==> config.mk <==
export PLATFORM = sky130hd
export DESIGN_NAME = udp_writer_flat
export DESIGN_NICKNAME = d
export VERILOG_FILES = /design/src/rtl/udp_writer_if.sv /design/src/rtl/udp_writer.sv /design/src/flat_wrapper.sv
export SDC_FILE = /design/constraint.sdc
export NUM_CORES = 1
export LEC_CHECK = 0
export BUFFER_PORTS_ARGS = -buffer_cell sky130_fd_sc_hd__buf_2
export CORE_AREA = 2 2 39 41
export CTS_CLUSTER_SIZE = 30
export DETAILED_ROUTE_END_ITERATION = 16
export DIE_AREA = 0 0 41 43
export GPL_TIMING_DRIVEN = 0
export PLACE_DENSITY_LB_ADDON = 0.25
export SYNTH_ARGS = -nofsm -noshare
export SYNTH_HDL_FRONTEND = slang
export SYNTH_SLANG_ARGS = --single-unit
==> constraint.sdc <==
create_clock -name clk -period 1.6 [get_ports clk]
set_input_delay 0.32 -clock clk [delete_from_list [all_inputs] [get_ports clk]]
set_output_delay 0.32 -clock clk [all_outputs]
set_load 0.01 [all_outputs]
==> src/rtl/udp_writer_if.sv <==
// Byte-stream bus between a word source and the UDP payload serializer.
// The master side owns start/i_data/tx_ready; the serializer is the slave.
interface udp_writer_if #(
  parameter int CAPACITY = 1
);
  logic                  start;
  logic [CAPACITY*8-1:0] i_data;
  logic                  busy;
  logic                  tx_valid;
  logic                  tx_ready;
  logic [7:0]            tx_data;
  logic                  tx_last;
  logic                  done;
  logic                  error;

  modport master (
    output start, i_data, tx_ready,
    input  busy, tx_valid, tx_data, tx_last, done, error
  );

  modport slave (
    input  start, i_data, tx_ready,
    output busy, tx_valid, tx_data, tx_last, done, error
  );
endinterface

==> src/rtl/udp_writer.sv <==
// UDP payload byte serializer: captures a CAPACITY-byte word on start and
// streams it MSB byte first over a valid/ready byte interface with a last
// flag. A start coinciding with the final byte transfer chains the next
// word without an idle cycle; any other start while sending is rejected
// and latches a sticky error.
module udp_writer #(
  parameter int CAPACITY = 1
) (
  input  logic         clk,
  input  logic         rst,
  udp_writer_if.slave  bus
);
  localparam int WORD_W = CAPACITY * 8;
  localparam int IDX_W  = (CAPACITY > 1) ? $clog2(CAPACITY) : 1;
  localparam logic [IDX_W-1:0] LAST_IDX = IDX_W'(CAPACITY - 1);

  typedef enum logic {IDLE, SEND} state_t;

  state_t              state;
  state_t              state_n;
  logic [IDX_W-1:0]    idx;
  logic [WORD_W-1:0]   shreg;
  logic                done_r;
  logic                error_r;

  logic                is_last;
  logic                xfer;
  logic                final_xfer;
  logic                load;
  logic                reject;

  // The byte on the wire is always the top byte of the shift register;
  // idx only tracks position so the last byte can be flagged.
  assign is_last    = (idx == LAST_IDX);
  assign xfer       = (state == SEND) && bus.tx_ready;
  assign final_xfer = xfer && is_last;

  // State register.
  always_ff @(posedge clk) begin
    if (rst) begin
      state <= IDLE;
    end else begin
      state <= state_n;
    end
  end

  // Next-state decode, start acceptance/rejection and stream outputs.
  always_comb begin
    state_n      = state;
    load         = 1'b0;
    reject       = 1'b0;
    bus.busy     = 1'b0;
    bus.tx_valid = 1'b0;
    bus.tx_data  = 8'h00;
    bus.tx_last  = 1'b0;
    unique case (state)
      IDLE: begin
        if (bus.start) begin
          load    = 1'b1;
          state_n = SEND;
        end
      end
      SEND: begin
        bus.busy     = 1'b1;
        bus.tx_valid = 1'b1;
        bus.tx_data  = shreg[WORD_W-1 -: 8];
        bus.tx_last  = is_last;
        if (final_xfer) begin
          // Start on the last transfer chains the next word seamlessly.
          if (bus.start) begin
            load = 1'b1;
          end else begin
            state_n = IDLE;
          end
        end else if (bus.start) begin
          reject = 1'b1;
        end
      end
      default: state_n = IDLE;
    endcase
  end

  // Word capture/shift, byte index, done pulse and sticky error.
  always_ff @(posedge clk) begin
    if (rst) begin
      idx     <= '0;
      shreg   <= '0;
      done_r  <= 1'b0;
      error_r <= 1'b0;
    end else begin
      done_r <= final_xfer;
      if (reject) begin
        error_r <= 1'b1;
      end
      if (load) begin
        shreg <= bus.i_data;
        idx   <= '0;
      end else if (xfer) begin
        shreg <= shreg << 8;
        // Wrap explicitly so idx never exceeds CAPACITY-1 for
        // non-power-of-two capacities.
        idx   <= is_last ? '0 : idx + IDX_W'(1);
      end
    end
  end

  assign bus.done  = done_r;
  assign bus.error = error_r;
endmodule

==> src/flat_wrapper.sv <==
// flat-port wrapper written by rule: the top's interface ports become plain ports
module udp_writer_flat 
#(
  parameter int CAPACITY = 1
)
  (clk, rst, bus_start, bus_i_data, bus_tx_ready, bus_busy, bus_tx_valid, bus_tx_data, bus_tx_last, bus_done, bus_error);
  udp_writer_if #(.CAPACITY(CAPACITY)) bus_i ();
  input  logic clk;
  input  logic rst;
  input wire logic [$bits(bus_i.start)-1:0] bus_start;
  input wire logic [$bits(bus_i.i_data)-1:0] bus_i_data;
  input wire logic [$bits(bus_i.tx_ready)-1:0] bus_tx_ready;
  output wire logic [$bits(bus_i.busy)-1:0] bus_busy;
  output wire logic [$bits(bus_i.tx_valid)-1:0] bus_tx_valid;
  output wire logic [$bits(bus_i.tx_data)-1:0] bus_tx_data;
  output wire logic [$bits(bus_i.tx_last)-1:0] bus_tx_last;
  output wire logic [$bits(bus_i.done)-1:0] bus_done;
  output wire logic [$bits(bus_i.error)-1:0] bus_error;
  assign bus_i.start = bus_start;
  assign bus_i.i_data = bus_i_data;
  assign bus_i.tx_ready = bus_tx_ready;
  assign bus_busy = bus_i.busy;
  assign bus_tx_valid = bus_i.tx_valid;
  assign bus_tx_data = bus_i.tx_data;
  assign bus_tx_last = bus_i.tx_last;
  assign bus_done = bus_i.done;
  assign bus_error = bus_i.error;
  udp_writer #(.CAPACITY(CAPACITY)) u_core (.clk(clk), .rst(rst), .bus(bus_i));
endmodule
Word-level counts from Yosys, hierarchy flattened
Index checks and enable logic that the tools add are counted.
Storage, ports and cells
  bits in registers: 12
  bits of input ports: 12
  output and inout bits: 13
  logic and storage cells: 25
Operators by class
  add/subtract/negate cells: 1
  multiplexer cells: 13
  bitwise logic cells: 2
  reduce and logical (&&, ||, !) cells: 4
Operator list (number)
  2-to-1 mux 8 bit: 3
  2-to-1 mux 1 bit: 8
  one-hot mux 1 bit (2 select lines): 2
  logical AND 1 bit: 2
  inverter 1 bit: 2
  nonzero test 2 bit: 1
  OR reduction 2 bit: 1
  adder 1 bit, second input constant: 1

Longest topological paths before layout
  depth in word-level cells: 5
  mapped depth: 4
  gate-level depth less buffers: 2

Worst setup path before layout
Ideal clock, no wire load.
  path kind: flip-flop to output port
  start point: register u_core.state
  end point: output bus_tx_data[0]
  data arrival time: 0.798 ns
  slack: 0.482 ns
  cell stages (with the launch flop): 3
  path buffers: 1
  cell sequence: dfxtp_1 -> buf_2 -> and2_1
Between the ends
  longest elaborated chain between the ends: 1
Ends and longest elaborated chain
  start: declaration: line udp_writer.sv:19  | state_t state;
  start signal: assignment: line udp_writer.sv:43  | state <= state_n;
  2-to-1 mux 8 bit: line udp_writer.sv:56  | unique case (state)
  end: declaration: line flat_wrapper.sv:15  | output wire logic [$bits(bus_i.tx_data)-1:0] bus_tx_data;
No other way between the ends.

Worst setup path after layout
  start point: register u_core.state
  end point: output bus_tx_data[3]
The elaborated chain is that of the path after synthesis.

==> summary.txt <==
Detailed routing
  – Average vias per placed instance: 4.71
  – Routed WL per cell: 11.0 microns
  – First DRT Iteration DRCs: 3
  – Post-route ant nets: 0
  – DRC viols: 0
  – Via count: about 480
  – Drt total wl: ~1100 microns
  – DRT Pass-1 Iters: 5

Setup path
  – Crit path required time: 1.28 ns
  – Flop-to-flop setup slack: 0.59 ns
  – Critical path cell sequence: clkbuf_4, and2_1, buf_2
  – Max incr delay on CP: 0.42 ns
  – Setup Crit Path Kind: flip-flop to primary output
  – Endpoint arrival time on the critical path: 1.17 ns
  – CP max-delay cell: dfxtp_1
  – CP startpoint kind: flip-flop
  – Setup crit end kind: primary output
  – CP delay by family, top: flip-flops
  – Worst Path Buf+Inv: 2
  – Maximum fanout along the worst path: 10

STA
  – Final Hold Viols: 0
  – Worst hold slack: 0.293 ns
  – Unrepaired setup endpoints after global routing: false
  – Final setup viols: 0
  – Max Clock Freq: 0.672 GHz
  – Slew Limit Fails: 0
  – Worst-Margin Slew: 0.383 ns
  – Minimum clock period: 1.49 ns
  – Final Worst Setup Slack: about 0.11 ns
  – Fin crit share: 93.0%
  – Setup TNS: 0 ns
  – Slew Limit Headroom: 74.4%
  – Clock Skew: 0.00280 ns

Global route
  – Grt total ovfl: 0
  – Met1 Track Usage GR: 23.4%
  – GRT busiest layer: met1
  – Met3 GRT Util: 4.71%
  – Number of global-route vias before repair: about 440
  – Initial antenna violation count: 0
  – Met2 usage: 20.3%
  – Global-route wire length before repair: 1890 microns
  – Pin count of the biggest net entering global routing: 11
  – Gr usage total: about 16%

Finish
  – Final core occ: 55.2%
  – Syn-to-layout area delta: 27.3%
  – Ant diodes: 0
  – Design Area, Final: 764 sq um
  – Nets: 98
  – Share of layout cells above drive strength 1: 49.4%

Min path
  – Worst Hold Class: input pin to flip-flop

CTS
  – CTS root buffer: clkbuf_4
  – Post-CTS Hold Buffers: 0
  – H-tree levels: 1
  – Cts bufs inserted: 3
  – CTS sink cnt: 11
  – Clk_lat worst skew: between 0.2 and 0.3 ns
  – Postcts setup bufs: 0
  – Max clock buf depth: 2
  – CTS tree: built
  – Reg clk slew, reported paths: 0.07 ns

Placement
  – Post-detailed-placement half-perimeter wirelength: 797 microns
  – Place WS: 0.385 ns
  – RD Place Congestion: 0.667
  – PortBufs: 23
  – Placement Cell Area: ~740 sq um

Logic synthesis
  – Synth unique cells: 15
  – Cell taking the most area after synthesis: dfxtp_1
  – Yosys top cell area share: 36.7%
  – Mapped Cells: 58
  – YS warnings: 0
  – Leading post-synthesis cells by cell area: dfxtp_1, o32ai_2, nand2b_1, and2_1, buf_2
  – Net Count, Synth: 70
  – Cell Area, Synth: 601 sq um
  – #FFs+latches synth: 11
  – Avg Inst Size Synth: 10.4 sq um
  – Sequential area share after synthesis: 36.7%

Floorplanning
  – Core area: 1380 sq um
  – Die area: 1760 sq um
  – Die Ht: around 43 microns
  – Die W: 41 microns
  – Initial core utilization: 43.4%
  – Row count: 14
  – Num ports: 25

Power and ir drop
  – VDD IR max: around 630 uV
  – Switching portion of total power: approximately 26%
  – Clk pwr share: between 30 and 40%
  – Static Leak: 0.344 nW
  – Sw power: 0.154 mW
  – Power density of the placed cells: just under 800 nW/um^2
  – Reg power frac: 49.6%
  – Gate power share: 19.1%
  – Int Power: 0.446 mW

Outcome
  – Status: finished clean

Flow run
  – Max-Cap Viols: 0
## timing repair
item,in CTS,in global routing
endpoints found under the setup margin,0,3
resized for setup,0,1
endpoints found under the hold margin,0,0
## cells in the mapped netlist, drive strengths merged
cell type and number:
nand3b 1, mux2 1, dfxtp 11, nand2b 16
nor2b 1, o21ba 1, inv 2, nor2 1
nand2 1, o32ai 8, buf 6, and2 8
a21oi 1
## worst register-to-register path, stage by stage, from the launching register on
cell and delay, ns:
dfxtp_1 0.42, mux2_4 0.39, o32ai_2 0.11
## cell type report
cell class | count | area, sq um
repair buffers | 23 | 115
fillers | 137 | 619
clock buffers | 4 | 26.3
flip-flops and latches | 11 | 220
well taps | 16 | 20.0
multi-input cells | 39 | 332
plain buffers | 6 | 43.8
inverters | 2 | 7.51
## state kept, by name, summed over array words and instances, names as in the netlist
| register | flops |
|---|---|
| u_core.state | 1 |
| u_core.shreg | 8 |
| u_core.bus.done | 1 |
| u_core.bus.error | 1 |
## power by group through the flow
stage	clock, mW	sequential [mW]	combinational, mW
after floorplan	0	0.304	0.0780
final	0.188	0.297	0.115
after global placement	0	0.303	0.114
after CTS	0.198	0.297	0.116
after detailed placement	0	0.304	0.115
after global routing	0.207	0.299	0.128
## cells by family after synthesis
| family | share of synthesized area [%] |
|---|---|
| and+or+nand+nor | 28.5 |
| DFF | 36.7 |
| AOI/OAI and AO/OA | 24.2 |
| buffers and inverters | 8.12 |
| muxes | 2.50 |
## cell usage in the layout, fill, tap and decap left out
| master | netlist | final |
|---|---|---|
| and2_1 | 8 | 8 |
| o21ba_2 | 1 | 1 |
| dfxtp_1 | 11 | 11 |
| clkbuf_1 | 0 | 1 |
| o32ai_2 | 8 | 8 |
| nand3b_1 | 1 | 1 |
| buf_2 | 3 | 25 |
| nor2_1 | 1 | 1 |
| a21oi_1 | 1 | 1 |
| inv_1 | 2 | 2 |
| nor2b_1 | 1 | 1 |
| buf_6 | 1 | 1 |
| nand2_1 | 1 | 1 |
| clkbuf_4 | 0 | 4 |
| nand2b_1 | 16 | 16 |
| mux2_4 | 1 | 1 |
| buf_4 | 2 | 2 |
## metal layers
| layer | part of all wire (%) | vias up |
|---|---|---|
| met5 | 0 | - |
| met2 | 44 | 16 |
| met1 | 50 | 209 |
| met4 | 0.81 | 0 |
| met3 | 5.6 | 2 |
| li1 | - | 249 |
## final timing paths
path / from / to / cells past startpoint
max: u_core.state$_SDFF_PP0_ / bus_tx_data[3] / 3
min: bus_tx_ready / u_core.bus.done$_SDFF_PP0_ / 3
max reg2reg: u_core.state$_SDFF_PP0_ / u_core.shreg[7]$_SDFFE_PP0P_ / 2
min reg2reg: u_core.bus.error$_SDFFE_PP0P_ / u_core.bus.error$_SDFFE_PP0P_ / 2
## through the flow
stage | cells | total power [mW]
6_report | 101 | 0.600
5_1_grt | 101 | 0.634
4_1_cts | 101 | 0.611
3_5_place_dp | 97 | 0.419
3_3_place_gp | 97 | 0.418
2_1_floorplan | 58 | 0.382
Note: power is estimated with default switching activity, not from simulation.
